## src/rtl/fb_fetch.sv

```systemverilog
// Framebuffer fetch engine: on each frame start, streams PIXELS words from memory
// into the scanout pixel FIFO, with bounded outstanding reads and FIFO-level throttling.
module fb_fetch #(
  parameter int FB_BASE         = 0,
  parameter int PIXELS          = 384000,
  parameter int MAX_OUTSTANDING = 4,
  parameter int FIFO_DEPTH      = 512
) (
  input  logic        clk,
  input  logic        reset,
  input  logic        frame_restart,
  output logic [18:0] mem_address,
  output logic        mem_read,
  input  logic        mem_waitrequest,
  input  logic [31:0] mem_readdata,
  input  logic        mem_readdatavalid,
  output logic [23:0] fifo_data,
  output logic        fifo_wrreq,
  input  logic        fifo_wrfull,
  input  logic [8:0]  fifo_wrusedw,
  output logic        busy,
  output logic        overflow
);

  localparam int            OW         = $clog2(MAX_OUTSTANDING + 1);
  localparam logic [OW-1:0] OUT_MAX    = OW'(MAX_OUTSTANDING);
  localparam logic [OW-1:0] OUT_ONE    = OW'(1);
  localparam logic [31:0]   LEVEL_MAX  = 32'(FIFO_DEPTH - 4);
  localparam logic [18:0]   ADDR_BASE  = 19'(FB_BASE);
  localparam logic [18:0]   LAST_PIXEL = 19'(PIXELS - 1);

  typedef enum logic [1:0] {
    S_IDLE,
    S_FETCH,
    S_DONE,
    S_DRAIN
  } state_t;

  state_t        r_state;
  state_t        w_state_next;
  logic          r_sync1;
  logic          r_sync2;
  logic          r_restart_d;
  logic          w_restart_s;
  logic          w_restart_fall;
  logic          r_mem_read;
  logic          w_mem_read_next;
  logic [18:0]   r_address;
  logic [18:0]   r_issued;
  logic [OW-1:0] r_outstanding;
  logic [OW-1:0] w_out_next;
  logic          w_accept;
  logic          w_return;
  logic          w_write_next;
  logic          w_room;
  logic [31:0]   w_level;
  logic          r_fifo_wrreq;
  logic [23:0]   r_fifo_data;
  logic          r_overflow;
  logic [7:0]    w_unused_bits;

  assign w_restart_s    = r_sync2;
  assign w_restart_fall = r_restart_d & ~r_sync2;
  assign w_accept       = r_mem_read & ~mem_waitrequest;
  // Returns seen with nothing outstanding belong to reads issued before a reset.
  assign w_return       = mem_readdatavalid & (r_outstanding != '0);
  assign w_unused_bits  = mem_readdata[31:24];

  // Gate on the first synchronizer stage too, so a write can never land in the
  // same cycle that restart_s rises and the FIFO is being cleared.
  assign w_write_next = mem_readdatavalid
                      & ((r_state == S_FETCH) | (r_state == S_DONE))
                      & ~r_sync1 & ~r_sync2;

  // NOTE: every always_comb output gets a default first, so no path can infer a latch.
  always_comb begin
    w_out_next = r_outstanding;
    if (w_accept && !w_return) begin
      w_out_next = r_outstanding + OUT_ONE;
    end else if (!w_accept && w_return) begin
      w_out_next = r_outstanding - OUT_ONE;
    end
  end

  // Next-cycle FIFO occupancy bound: current level, reads still owed, and the
  // writes sitting in the output register that wrusedw has not yet reflected.
  assign w_level = 32'(fifo_wrusedw) + 32'(w_out_next)
                 + 32'(w_write_next) + 32'(r_fifo_wrreq);
  assign w_room  = (w_out_next < OUT_MAX) && (w_level <= LEVEL_MAX);

  always_comb begin
    w_state_next    = r_state;
    w_mem_read_next = 1'b0;
    case (r_state)
      S_IDLE: begin
        if (w_restart_fall) begin
          w_state_next    = S_FETCH;
          w_mem_read_next = w_room;
        end
      end
      S_FETCH: begin
        if (r_mem_read && mem_waitrequest) begin
          w_mem_read_next = 1'b1;
        end else if (w_restart_s) begin
          w_state_next = (w_out_next != '0) ? S_DRAIN : S_IDLE;
        end else if (w_accept && (r_issued == LAST_PIXEL)) begin
          w_state_next = S_DONE;
        end else begin
          w_mem_read_next = w_room;
        end
      end
      S_DONE: begin
        if (w_restart_s) begin
          w_state_next = (w_out_next != '0) ? S_DRAIN : S_IDLE;
        end else if (r_outstanding == '0) begin
          w_state_next = S_IDLE;
        end
      end
      S_DRAIN: begin
        if (r_outstanding == '0) begin
          w_state_next = S_IDLE;
        end
      end
      default: w_state_next = S_IDLE;
    endcase
  end

  // NOTE: sequential state uses nonblocking assignments so every flop samples pre-edge values.
  always_ff @(posedge clk) begin
    if (reset) begin
      r_state <= S_IDLE;
    end else begin
      r_state <= w_state_next;
    end
  end

  always_ff @(posedge clk) begin
    if (reset) begin
      r_sync1       <= 1'b0;
      r_sync2       <= 1'b0;
      r_restart_d   <= 1'b0;
      r_mem_read    <= 1'b0;
      r_address     <= ADDR_BASE;
      r_issued      <= '0;
      r_outstanding <= '0;
      r_fifo_wrreq  <= 1'b0;
      r_fifo_data   <= '0;
      r_overflow    <= 1'b0;
    end else begin
      r_sync1       <= frame_restart;
      r_sync2       <= r_sync1;
      r_restart_d   <= r_sync2;
      r_mem_read    <= w_mem_read_next;
      r_outstanding <= w_out_next;

      if ((r_state == S_IDLE) && (w_state_next == S_FETCH)) begin
        r_address <= ADDR_BASE;
        r_issued  <= '0;
      end else if (w_accept) begin
        r_address <= r_address + 19'd1;
        r_issued  <= r_issued + 19'd1;
      end

      r_fifo_wrreq <= w_write_next;
      if (w_write_next) begin
        r_fifo_data <= mem_readdata[23:0];
      end

      if (r_fifo_wrreq && fifo_wrfull) begin
        r_overflow <= 1'b1;
      end
    end
  end

  assign mem_address = r_address;
  assign mem_read    = r_mem_read;
  assign fifo_data   = r_fifo_data;
  assign fifo_wrreq  = r_fifo_wrreq;
  assign busy        = (r_state != S_IDLE);
  assign overflow    = r_overflow;

endmodule
```

## config.mk

```make
export PLATFORM = sky130hd
export DESIGN_NAME = fb_fetch
export DESIGN_NICKNAME = d
export VERILOG_FILES = /design/src/rtl/fb_fetch.sv
export SDC_FILE = /design/constraint.sdc
export NUM_CORES = 1
export LEC_CHECK = 0
export BUFFER_PORTS_ARGS = -buffer_cell sky130_fd_sc_hd__buf_2
export CORE_AREA = 3 3 112 114
export DETAILED_ROUTE_END_ITERATION = 12
export DIE_AREA = 0 0 115 117
export PLACE_DENSITY_LB_ADDON = 0.05
export SYNTH_ARGS = -nofsm -noshare
export SYNTH_HDL_FRONTEND = slang
export SYNTH_SLANG_ARGS = --single-unit
```

## constraint.sdc

```tcl
create_clock -name clk -period 3.8 [get_ports clk]
set_clock_uncertainty 0.05 [all_clocks]
set_input_delay 0.38 -clock clk [delete_from_list [all_inputs] [get_ports clk]]
set_output_delay 0.38 -clock clk [all_outputs]
set_load 0.05 [all_outputs]
```

* Word-level counts from Yosys, hierarchy flattened
Cells that the tools add are included.
Operators by class: add/subtract/negate cells 7, bitwise logic cells 10, magnitude comparators 2, eq/ne operators 5, mux-type cells 15, reductions and logical operators 15
Operator list (count):
- $add 19x1->19 const B | 2
- $eq 19x19->1 const B | 1
- $mux 2 | 7
- $add 11x1->12 | 1
- $le 12x9->1 const B | 1
- $add 10x1->11 | 1
- $add 9x3->10 | 1
- $pmux 2 s4 | 1
- $logic_and 1x1->1 | 7
- $and 1x1->1 | 6
- $mux 3 | 2
- $reduce_bool 3->1 | 2
- $eq 2x1->1 const B | 2
- $eq 2x2->1 const B | 2
- $mux 1 | 4
- $add 3x1->3 const B | 1
- $logic_not 3->1 | 1
- $lt 3x3->1 const B | 1
- $not 1->1 | 3
- $sub 3x1->3 const B | 1
- $logic_not 1->1 | 2
- $logic_not 2->1 | 1
- $pmux 1 s2 | 1
- $reduce_bool 2->1 | 1
- 2 further kinds | 2
Storage, ports and cells: bits in registers 73, word-level logic and storage cells 65, output and inout bits 47

* Depth between registers and ports, before layout
depth in word-level cells 15, depth in mapped cells 14

* Worst setup path before layout
OpenSTA, ideal clock, no wires.
path type reg2reg, start point register r_state[0], end point register r_mem_read, in the netlist mem_read, setup slack 334 ps, path buffers 1, cell stages (with the launch flop) 13, library setup time 101 ps, period minus slack after synthesis 3466 ps, arrival time 3315 ps, data required time 3649 ps, cell sequence dfxtp_1 -> inv_1 -> ha_1 -> nand4_1 -> inv_2 -> buf_1 -> fa_1 -> ha_1 -> fa_1 -> o2111a_1 -> a211oi_1 -> nor3_1 -> o41ai_1
On the way: word-level cells in the longest chain between the ends 13, elaborated cells on any way between the ends 16
RTL lines:
- start: declaration | line 39 | state_t r_state;
- start signal: assignment | line 133 | r_state <= w_state_next;
- $eq 2x1->1 / $eq 2x2->1 (equally long branches) | line 72 | & ((r_state == S_FETCH) | (r_state == S_DONE))
- $or 1x1->1 * | line 72
- $and 1x1->1 * | line 72
- $and 1x1->1 * (2 in series) | line 73 | & ~r_sync1 & ~r_sync2;
- named net w_write_next | line 54 | logic w_write_next;
- $add 10x1->11 * | line 88 | + 32'(w_write_next) + 32'(r_fifo_wrreq);
- $add 11x1->12 * | line 88
- $le 12x9->1 * | line 89 | assign w_room = (w_out_next < OUT_MAX) && (w_level <= LEVEL_MAX);
- $logic_and 1x1->1 * | line 89
- $mux 1 | line 106 | end else if (w_accept && (r_issued == LAST_PIXEL)) begin
- $mux 1 | line 104 | end else if (w_restart_s) begin
- $mux 1 | line 102 | if (r_mem_read && mem_waitrequest) begin
- $pmux 1 s2 * | line 94 | case (r_state)
- end signal: assignment | line 153 | r_mem_read <= w_mem_read_next;
- end: declaration | line 46 | logic r_mem_read;
The timed path passes the listed nets; every way through them passes the cells marked *. A chain may end at the register's enable or synchronous reset.

* Final worst setup path
start point register r_outstanding[0], end point register r_mem_read, in the netlist mem_read
On the way: word-level cells in the longest chain between the ends 14, elaborated cells on any way between the ends 20
RTL lines:
- start: declaration | line 50 | logic [OW-1:0] r_outstanding;
- start signal: assignment | line 154 | r_outstanding <= w_out_next;
- parallel branches: the longest is 4 deep, another holds $sub 3x1->3
- $mux 3 * | line 78 | if (w_accept && !w_return) begin
- named net w_out_next[2] | line 51 | logic [OW-1:0] w_out_next;
- $add 9x3->10 | line 87 | assign w_level = 32'(fifo_wrusedw) + 32'(w_out_next)
- $add 10x1->11 | line 88
- $add 11x1->12 | line 88
- $le 12x9->1 | line 89
- $logic_and 1x1->1 * | line 89
- $mux 1 | line 106
- $mux 1 | line 104
- $mux 1 | line 102
- $pmux 1 s2 * | line 94
Mark *: on every way through the listed nets, which the timed path passes.

==> key figures <==
Timing
  • RSZ-0062 raised after global routing: false
  • Hold_ws: 0.211 ns
  • Worst slew pin tran: 0.739 ns
  • Setup TNS: 0 ns
  • Portion of the clock cycle consumed by the worst path in the final layout: 0.886
  • Pins Over Slew Limit: 0
  • Peak Freq: 297 MHz
  • Final worst path period need: around 3.4 ns
  • Final Hold Viols: 0
  • Relative max-transition margin: 0.507
  • Setup-failing EPs final: 0

Layout
  • Flip-flop and latch area: 0.00146 mm2
  • Share of cells above drive strength 1: 0.228
  • Syn-to-layout area delta: 25.4%
  • Area occupied by multi-input gates: around 0.0019 mm2
  • Filler cell count in the final layout: 1215
  • Diode count: 0
  • Final Net Count: 558

Critical path
  • Start-to-end type of the worst setup path: reg2reg
  • Arrival time of the worst setup path: approximately 3.6 ns
  • Kind of start point of the critical path: register
  • Largest fanout on the critical path: 9
  • CP endpoint kind: register
  • Worst Setup SP: r_outstanding[0]
  • Crit Reg-Reg Startpoint: r_outstanding[0]
  • Worst path required time: 3.98 ns

Floorplanning
  • Floorplan row count: 39
  • Effective utilization at floorplan: 0.299
  • Core footprint: 0.0115 mm2
  • Top-level port count: 94
  • Die Wd: 115 um
  • Vertical die dimension: between 100 and 150 um
  • Die area: between 0.01 and 0.015 mm2

CTS
  • Setup Fix Bufs, Post-CTS: 0
  • Number of CTS-inserted buffers: 9
  • Total number of H-tree levels: 3
  • Clock transition at the registers of the reported paths: 0.06 ns
  • Clock root buffer master: sky130_fd_sc_hd__clkbuf_16
  • Max clock buf depth: 2
  • Num Clock Sinks: 73
  • Clock Latency Late Sink: 0.33 ns
  • CTS hold repair buffers: 0
  • CTS tree: yes
  • Resize count post-CTS: 0

Synth
  • Distinct cell type count after synthesis: 50
  • Most used flip-flop cell after synthesis: sky130_fd_sc_hd__dfxtp_1
  • Average footprint of a synthesized cell: 8.39 um2
  • Area share of the largest cell type after synthesis: 0.424
  • Combined area of all synthesized cells: between 0.003 and 0.004 mm2
  • Total number of yosys warnings: 0
  • FFs w/ async S/R, synth: 0
  • Share of the yosys chip area belonging to registers: 0.424
  • Synthesized instance count: 411
  • Area contributors post-synth: sky130_fd_sc_hd__dfxtp_1 42%, sky130_fd_sc_hd__nand2_1 7.6%, sky130_fd_sc_hd__xor2_1 6.3%
  • Number of storage elements in the synthesis netlist: 73
  • Post-synthesis cell type with the largest combined area: sky130_fd_sc_hd__dfxtp_1
  • Count of flip-flops with a built-in enable after synthesis: 0
  • Synth Net Count: 475

Drt
  • Via-per-instance ratio: just under 5
  • Residual DRC: 0
  • Final routed wirelength across all metal layers: 8550 um
  • Routed WL per cell: 13.3 um
  • Total via count after detailed routing: 3084
  • Number of nets with antenna violations after routing: 0
  • First-pass detailed-route iteration total: 4
  • Violation count after the first detailed-route iteration: 220

Pwr
  • Maximum vdd ir drop: 0.222 mV
  • Leakage component of the power: approximately 1.8 nW
  • Pwr dens: ~560 mW/mm2

Run
  • Number of max-cap violations: 0

GRT
  • Wire length of the first global-routing pass: 14200 um
  • Antenna violations before repair: 0
  • Overall overflow remaining after global route: 0
  • GRT Util Overall: 0.132
  • Vias in the first global route: 2920
  • Largest net degree at the start of global routing: 39

Worst hold path
  • Tightest Hold Check Type: in2reg
  • Startpoint of the most critical hold path: frame_restart

Outcome
  • Run status: complete, no violations

Place
  • Placed wire-length estimate: 6030 um
  • IO Port Bufs: 85
  • Placer Congestion: 0.785
[kinds of logic (layout without fill, tap and decap cells)]
kind of cell / count (synthesis) / after routing / share of synthesized area
and+or+nand+nor: 185 / 185 / 0.262
AOI/OAI and AO/OA: 71 / 71 / 0.125
buffers and inverters: 30 / 118 / 0.0341
adders and majority gates: 17 / 17 / 0.0660
xor gates and xnor gates: 35 / 35 / 0.0889
DFF: 73 / 73 / 0.424
[worst max-delay path: stages, from the launching register on]
cell	delay [ns]
sky130_fd_sc_hd__dfxtp_1	0.39
sky130_fd_sc_hd__inv_1	0.11
sky130_fd_sc_hd__ha_1	0.22
sky130_fd_sc_hd__nand2b_1	0.24
sky130_fd_sc_hd__a211oi_1	0.14
sky130_fd_sc_hd__or3_1	0.40
sky130_fd_sc_hd__and2_1	0.21
sky130_fd_sc_hd__ha_1	0.29
sky130_fd_sc_hd__ha_1	0.33
sky130_fd_sc_hd__xor2_1	0.17
sky130_fd_sc_hd__o2111a_1	0.15
sky130_fd_sc_hd__a211oi_1	0.25
sky130_fd_sc_hd__nor3_1	0.09
sky130_fd_sc_hd__o41ai_1	0.22
[state kept, by name, indices dropped and copies added (netlist names)]
register	cells
fifo_data	24
mem_address	19
r_issued	19
r_outstanding	3
r_state	2
fifo_wrreq	1
mem_read	1
overflow	1
r_restart_d	1
r_sync1	1
r_sync2	1
[through the flow]
step                      instances  utilization  worst slack [ns]  instance area (um2)  total power [W]
after floorplan                 411            -             0.334                 3450          0.00141
after global placement          626        0.350             0.501                 4030          0.00159
after detailed placement        626        0.350             0.461                 4030          0.00160
after CTS                       642        0.375             0.409                 4320          0.00247
after global routing            642        0.375            0.0587                 4320          0.00259
final                           642        0.375             0.432                 4320          0.00243
[synth_stat cells, types with 6 or more instances]
master and count:
sky130_fd_sc_hd__clkbuf_1 14, sky130_fd_sc_hd__ha_1 15, sky130_fd_sc_hd__nand3_1 13, sky130_fd_sc_hd__or3_1 6, sky130_fd_sc_hd__inv_1 10, sky130_fd_sc_hd__a21oi_1 41, sky130_fd_sc_hd__o21ai_0 8, sky130_fd_sc_hd__nand2_1 70
sky130_fd_sc_hd__nor2b_1 8, sky130_fd_sc_hd__and4_1 6, sky130_fd_sc_hd__nand4_1 14, sky130_fd_sc_hd__xor2_1 25, sky130_fd_sc_hd__dfxtp_1 73, sky130_fd_sc_hd__nor2_1 42, sky130_fd_sc_hd__xnor2_1 10
[where the power goes]
part | leakage, nW | internal (W) | switching (W)
Clock | 0.147 | 0.000528 | 0.000330
Sequential | 0.589 | 0.000813 | 0.0000391
Combinational | 1.02 | 0.000252 | 0.000470
Total | 1.76 | 0.00159 | 0.000839
[cell usage in the layout, fill, tap and decap left out, types with 3 or more instances in the layout]
cell	n
sky130_fd_sc_hd__nor2b_1	8
sky130_fd_sc_hd__nand2b_1	3
sky130_fd_sc_hd__nor3_1	4
sky130_fd_sc_hd__nand3_1	13
sky130_fd_sc_hd__inv_1	10
sky130_fd_sc_hd__ha_1	15
sky130_fd_sc_hd__nand4_1	14
sky130_fd_sc_hd__and4_1	6
sky130_fd_sc_hd__nand2_1	70
sky130_fd_sc_hd__nor2_1	42
sky130_fd_sc_hd__buf_4	6
sky130_fd_sc_hd__o21ai_0	8
sky130_fd_sc_hd__nor4_1	3
sky130_fd_sc_hd__dfxtp_1	73
sky130_fd_sc_hd__a211oi_1	3
sky130_fd_sc_hd__and3_1	3
sky130_fd_sc_hd__clkbuf_16	9
sky130_fd_sc_hd__buf_2	85
sky130_fd_sc_hd__xor2_1	25
sky130_fd_sc_hd__a21oi_1	41
sky130_fd_sc_hd__or3_1	6
sky130_fd_sc_hd__xnor2_1	10
sky130_fd_sc_hd__nand4b_1	3
[layout make-up]
cell class | instances | share of cell area
multi-input cells | 308 | 0.433
clock buffers | 12 | 0.0570
inverters | 11 | 0.00955
repair buffers | 91 | 0.109
flip-flops and latches | 73 | 0.338
clock inverters | 4 | 0.0122
well taps | 143 | 0.0414
[metal layers]
metal  track usage  wire length, um  vias to the layer above
li1              -                -                     1590
met1         0.173             4040                     1397
met2         0.202             3840                       84
met3        0.0334              510                       13
met4        0.0642              167                        0
met5             0                0                        -
[final timing paths]
kind / end / slack [ns] / cells after the start
hold / removal: r_sync1 / 0.21 / 2
hold reg to reg: r_sync2 / 0.39 / 2
setup reg to reg: mem_read / 0.43 / 13
setup / recovery: mem_read / 0.43 / 13
Power figures use the tool's default switching activity.
